<file path="src/rtl/transpose_buf_8x8.sv">
// Ping-pong 8x8 transpose buffer between the row-pass and column-pass binDCT.
// Rows are scaled/saturated on write; columns are read out combinationally from the full bank.
module transpose_buf_8x8 #(
  parameter int IN_WIDTH  = 20,
  parameter int OUT_WIDTH = 12,
  parameter int SHIFT     = 6
) (
  input  logic                        clk,
  input  logic                        rst,
  input  logic signed [IN_WIDTH-1:0]  row_in    [0:7],
  input  logic                        in_valid,
  output logic                        in_ready,
  output logic signed [OUT_WIDTH-1:0] col_out   [0:7],
  output logic                        out_valid,
  input  logic                        out_ready,
  output logic                        out_first,
  output logic                        out_last
);

  localparam logic signed [IN_WIDTH-1:0] SAT_HI = IN_WIDTH'((1 << (OUT_WIDTH - 1)) - 1);
  localparam logic signed [IN_WIDTH-1:0] SAT_LO = ~SAT_HI;

  // Floor-shift (no rounding) followed by a clamp to the column-pass input range.
  function automatic logic signed [OUT_WIDTH-1:0] scale_sat(
    input logic signed [IN_WIDTH-1:0] x
  );
    logic signed [IN_WIDTH-1:0] s;
    s = x >>> SHIFT;
    if (s > SAT_HI) begin
      return SAT_HI[OUT_WIDTH-1:0];
    end else if (s < SAT_LO) begin
      return SAT_LO[OUT_WIDTH-1:0];
    end
    return s[OUT_WIDTH-1:0];
  endfunction

  logic                        wr_bank_q, wr_bank_d;
  logic [2:0]                  wr_row_q,  wr_row_d;
  logic                        rd_bank_q, rd_bank_d;
  logic [2:0]                  rd_col_q,  rd_col_d;
  logic [1:0]                  full_q,    full_d;
  logic signed [OUT_WIDTH-1:0] mem_q [0:1][0:7][0:7];

  logic wr_fire;
  logic rd_fire;

  assign in_ready  = !full_q[wr_bank_q];
  assign out_valid = full_q[rd_bank_q];
  assign out_first = out_valid && (rd_col_q == 3'd0);
  assign out_last  = out_valid && (rd_col_q == 3'd7);
  assign wr_fire   = in_valid && in_ready;
  assign rd_fire   = out_valid && out_ready;

  // Set and clear can land on the same edge but always on different banks.
  always_comb begin
    wr_bank_d = wr_bank_q;
    wr_row_d  = wr_row_q;
    rd_bank_d = rd_bank_q;
    rd_col_d  = rd_col_q;
    full_d    = full_q;
    if (wr_fire) begin
      wr_row_d = wr_row_q + 3'd1;
      if (wr_row_q == 3'd7) begin
        full_d[wr_bank_q] = 1'b1;
        wr_bank_d         = ~wr_bank_q;
      end
    end
    if (rd_fire) begin
      rd_col_d = rd_col_q + 3'd1;
      if (rd_col_q == 3'd7) begin
        full_d[rd_bank_q] = 1'b0;
        rd_bank_d         = ~rd_bank_q;
      end
    end
  end

  always_ff @(posedge clk or negedge rst) begin
    if (!rst) begin
      wr_bank_q <= 1'b0;
      wr_row_q  <= 3'd0;
      rd_bank_q <= 1'b0;
      rd_col_q  <= 3'd0;
      full_q    <= 2'b00;
    end else begin
      wr_bank_q <= wr_bank_d;
      wr_row_q  <= wr_row_d;
      rd_bank_q <= rd_bank_d;
      rd_col_q  <= rd_col_d;
      full_q    <= full_d;
    end
  end

  // Sample storage carries no reset; the full flags alone decide what is live.
  always_ff @(posedge clk) begin
    if (wr_fire) begin
      for (int i = 0; i < 8; i++) begin
        mem_q[wr_bank_q][wr_row_q][i] <= scale_sat(row_in[i]);
      end
    end
  end

  always_comb begin
    for (int r = 0; r < 8; r++) begin
      col_out[r] = '0;
      if (out_valid) begin
        col_out[r] = mem_q[rd_bank_q][r][rd_col_q];
      end
    end
  end

endmodule
</file>
<file path="config.mk">
export PLATFORM = sky130hd
export DESIGN_NAME = transpose_buf_8x8
export DESIGN_NICKNAME = d
export VERILOG_FILES = /design/src/rtl/transpose_buf_8x8.sv
export SDC_FILE = /design/constraint.sdc
export NUM_CORES = 2
export LEC_CHECK = 0
export CORE_MARGIN = 4
export CORE_UTILIZATION = 54
export CTS_CLUSTER_SIZE = 28
export DETAILED_ROUTE_END_ITERATION = 7
export GPL_ROUTABILITY_DRIVEN = 0
export PLACE_DENSITY = 0.72
export SYNTH_ARGS = -nofsm -noshare
export SYNTH_HDL_FRONTEND = slang
export SYNTH_SLANG_ARGS = --single-unit
</file>
<file path="constraint.sdc">
create_clock -name clk -period 10.3 [get_ports clk]
set_input_delay 2.575 -clock clk [delete_from_list [all_inputs] [get_ports clk]]
set_output_delay 2.575 -clock clk [all_outputs]
set_load 0.03 [all_outputs]
</file>
==> results.json <==
{
  "cts_inserted_buffers": 153,
  "hp-class": "reg -> reg",
  "cell_internal_pwr_mw": 13.3,
  "maximum_number_of_pins_on_one_net_before_global_route_repair": 156,
  "clock_latency_reported_for_the_late_side_of_the_worst_skew_pair_ps": 760,
  "routed-via-count": 38300,
  "critical_path.startpoint_type": "flop",
  "detailedRoute.firstIterationViolations": 6781,
  "cp_slowest_stage_delay_ps": 1000,
  "die-area_sq_mm": 0.124,
  "net_switching_share_of_the_total_power": 0.333,
  "max_cap_viol_count": 0,
  "p_per_area_mw_per_mm2": 272,
  "timing.slew.headroom": 0.120,
  "holdPathStages": 1,
  "number_of_flip_flops_and_latches_in_the_synthesized_netlist": 1546,
  "detail_route.first_pass.iterations": 6,
  "dieHeight_um": 353,
  "cp-end-kind": "output pin",
  "path_max_fanout": 50,
  "overall_routed_net_length_um": 186000,
  "number_of_global_route_vias_before_repair": 37200,
  "critical_path.cell_chain": "mux2i_4 > nor3_4 > buf_4 > a22oi_1 > o21ai_0 > clkdlybuf4s50_1",
  "yosysSeqAreaShare": 0.723,
  "netlist_area_sq_mm": 0.0642,
  "yosysWarningCount": 0,
  "post-route-drc-count": 0,
  "share_comb_of_total_power": 0.335,
  "nNetsFinal": 4167,
  "worst_ep_required_time_ps": 7730,
  "rows": 126,
  "post-route-period-util": 0.757,
  "post_cts_resized": 0,
  "post_layout_min_period_ps": 7800,
  "grt_setup_unrepaired": "false",
  "data_arrival_time_of_the_worst_path_ps": 5220,
  "p_leak_nw": 23.4,
  "reg2reg_to": "mem_q[0][21]",
  "boundaryPins": 264,
  "finalMaxSlewViolations": 0,
  "setup.worst_path.class": "reg -> out",
  "total_nets_after_synthesis": 3927,
  "area_of_the_core_sq_mm": 0.118,
  "synth_async_sr_flop_share": 0.00647,
  "post-cts-setup-buffers": 0,
  "grt-ovfl-total": 0,
  "fin_worst_skew_ps": 33.6,
  "max-vdd-ir-drop_mv": 0.408,
  "placedCellCount": 5379,
  "timing.rr.start": "full_q[0]",
  "cts_tree": "built",
  "cts.sink_count": 1546,
  "antenna_found_initial": 38,
  "crit_end": "col_out[1]",
  "synth_edf_count": 1536,
  "first_pass_grt_wire_length_um": 264000,
  "average_wire_per_cell_in_the_routed_design_um": 32.7,
  "worst_tran_pin_value_ps": 1320,
  "seqPwrFrac": 0.400,
  "cts_hold_buf": 0,
  "setup_total_negative_slack_ps": 0,
  "dieWidth_um": 353,
  "gr-usage-all-layers": 0.300,
  "hpwlAfterDp_um": 106000,
  "postSynthAreaPerCell_sq_um": 17.1,
  "finalHoldViolCount": 0,
  "clockRootBuffer": "clkbuf_16",
  "crit_buf_inv": 2,
  "detail-route-antenna-nets": 0,
  "cp-startpoint": "rd_bank_q",
  "share_clk_of_total_power": 0.265,
  "fin_cells": 5701,
  "outcome": "finished, final reports clean",
  "floorplan.initialDensity": 0.543,
  "clk_pin_slew_worst_paths_ps": 60,
  "setup-violations-final": 0,
  "maximum_clock_rate_ghz": 0.128,
  "layout_overhead_on_the_synthesized_area_pct": 14.1,
  "synth_instances": 3758,
  "reg2regPathDepth": 5,
  "drive_gt1_frac": 0.190,
  "worst_case_clock_buffer_depth": 3,
  "synth-main-ff-cell": "edfxtp_1",
  "placement.io_buffers": 215,
  "post_synth_num_cell_types": 46,
  "crit_cells": 6,
  "reg2reg_slack_ps": 6100,
  "htreeDepth": 4,
  "total_switching_power_mw": 6.62,
  "critical_path.top_delay_family": "buffers and inverters",
  "vias_per_cell": 6.71,
  "crit_path_slowest_cell": "nor3_4"
}
cell type report:
cell class	instances	area (sq um)
clock inverter	81	562
sequential	1546	46400
tap	1536	1920
clock buffer	189	4090
fill	8257	44800
antenna	52	130
multi-input combinational	1936	16900
timing repair buffer	349	3210
inverter	12	45.0
cell usage after synthesis, drive strengths merged (11+ instances only):
library cell / instances / share of area
o21ai: 563 / 0.044
a22oi: 189 / 0.022
clkbuf: 153 / 0.0089
a21oi: 156 / 0.012
buf: 111 / 0.0090
inv: 12 / 0.00070
edfxtp: 1536 / 0.72
a21o: 28 / 0.0033
nand2: 345 / 0.020
mux4: 382 / 0.13
a21boi: 11 / 0.0013
nor2: 193 / 0.011
o22ai: 11 / 0.0019
placed cells by master, fill, tap and decap left out, types with 30 or more instances in the layout:
cell type / count
clkinv_1: 46
nand2_1: 345
nor2_1: 174
diode_2: 52
edfxtp_1: 1536
mux4_2: 382
buf_4: 129
clkbuf_1: 30
clkbuf_16: 159
a21oi_1: 141
clkdlybuf4s50_1: 213
o21ai_0: 557
a22oi_1: 189
worst reg2reg max path: cells and delay by family (launching register included):
family                 cells  cell delay [ps]
DFF                        1              440
and+or+nand+nor            2             1870
muxes                      1              220
buffers and inverters      2             1190
logic make-up after synthesis:
logic type | Yosys count | synth area share
flip-flops | 1546 | 0.723
XOR/XNOR | 3 | 0.000410
AND/OR/NAND/NOR | 573 | 0.0360
buffers and inverters | 276 | 0.0186
multiplexers | 392 | 0.136
AO/OA/AOI/OAI | 963 | 0.0853
adder cells (fa/ha/maj) | 5 | 0.000975
per-stage QoR:
step	setup WS, ps	instance area (sq um)	power, mW	hold slack (ps)	util
floorplan	2430	64200	12.3	565	-
global placement	3300	68500	14.6	627	0.580
detailed placement	3280	68500	14.7	633	0.580
CTS	2430	73100	19.9	652	0.619
global route	2240	73200	20.6	697	0.620
finish	2500	73200	19.9	664	0.620
routing by layer:
| layer | vias up | track usage | share of wire |
|---|---|---|---|
| li1 | 15700 | - | - |
| met1 | 19600 | 0.414 | 0.35 |
| met2 | 2557 | 0.446 | 0.46 |
| met3 | 384 | 0.0777 | 0.14 |
| met4 | 10 | 0.154 | 0.053 |
| met5 | - | 0 | 0.00031 |
how the worst min path moves through the flow:
stage / startpoint / to
2_1_floorplan: full_q[0] / full_q[0]
5_1_grt: wr_row_q[1] / wr_row_q[1]
3_5_place_dp: wr_row_q[1] / wr_row_q[1]
6_report: wr_row_q[1] / wr_row_q[1]
4_1_cts: wr_row_q[1] / wr_row_q[1]
3_3_place_gp: wr_row_q[1] / wr_row_q[1]
state kept, by name (all words and copies together), names as in the netlist:
register and count:
rd_col_q 3, mem_q 1536, wr_bank_q 1, rd_bank_q 1
wr_row_q 3, full_q 2
power by group through the flow:
| stage | sequential, mW | clock [mW] | combinational, mW |
|---|---|---|---|
| 2_1_floorplan | 7.99 | 0 | 4.30 |
| 3_3_place_gp | 8.06 | 0 | 6.55 |
| 3_5_place_dp | 8.09 | 0 | 6.65 |
| 4_1_cts | 7.96 | 5.31 | 6.68 |
| 5_1_grt | 8.00 | 5.59 | 7.02 |
| 6_report | 7.96 | 5.28 | 6.66 |
Note: power is estimated with default switching activity, not from simulation.
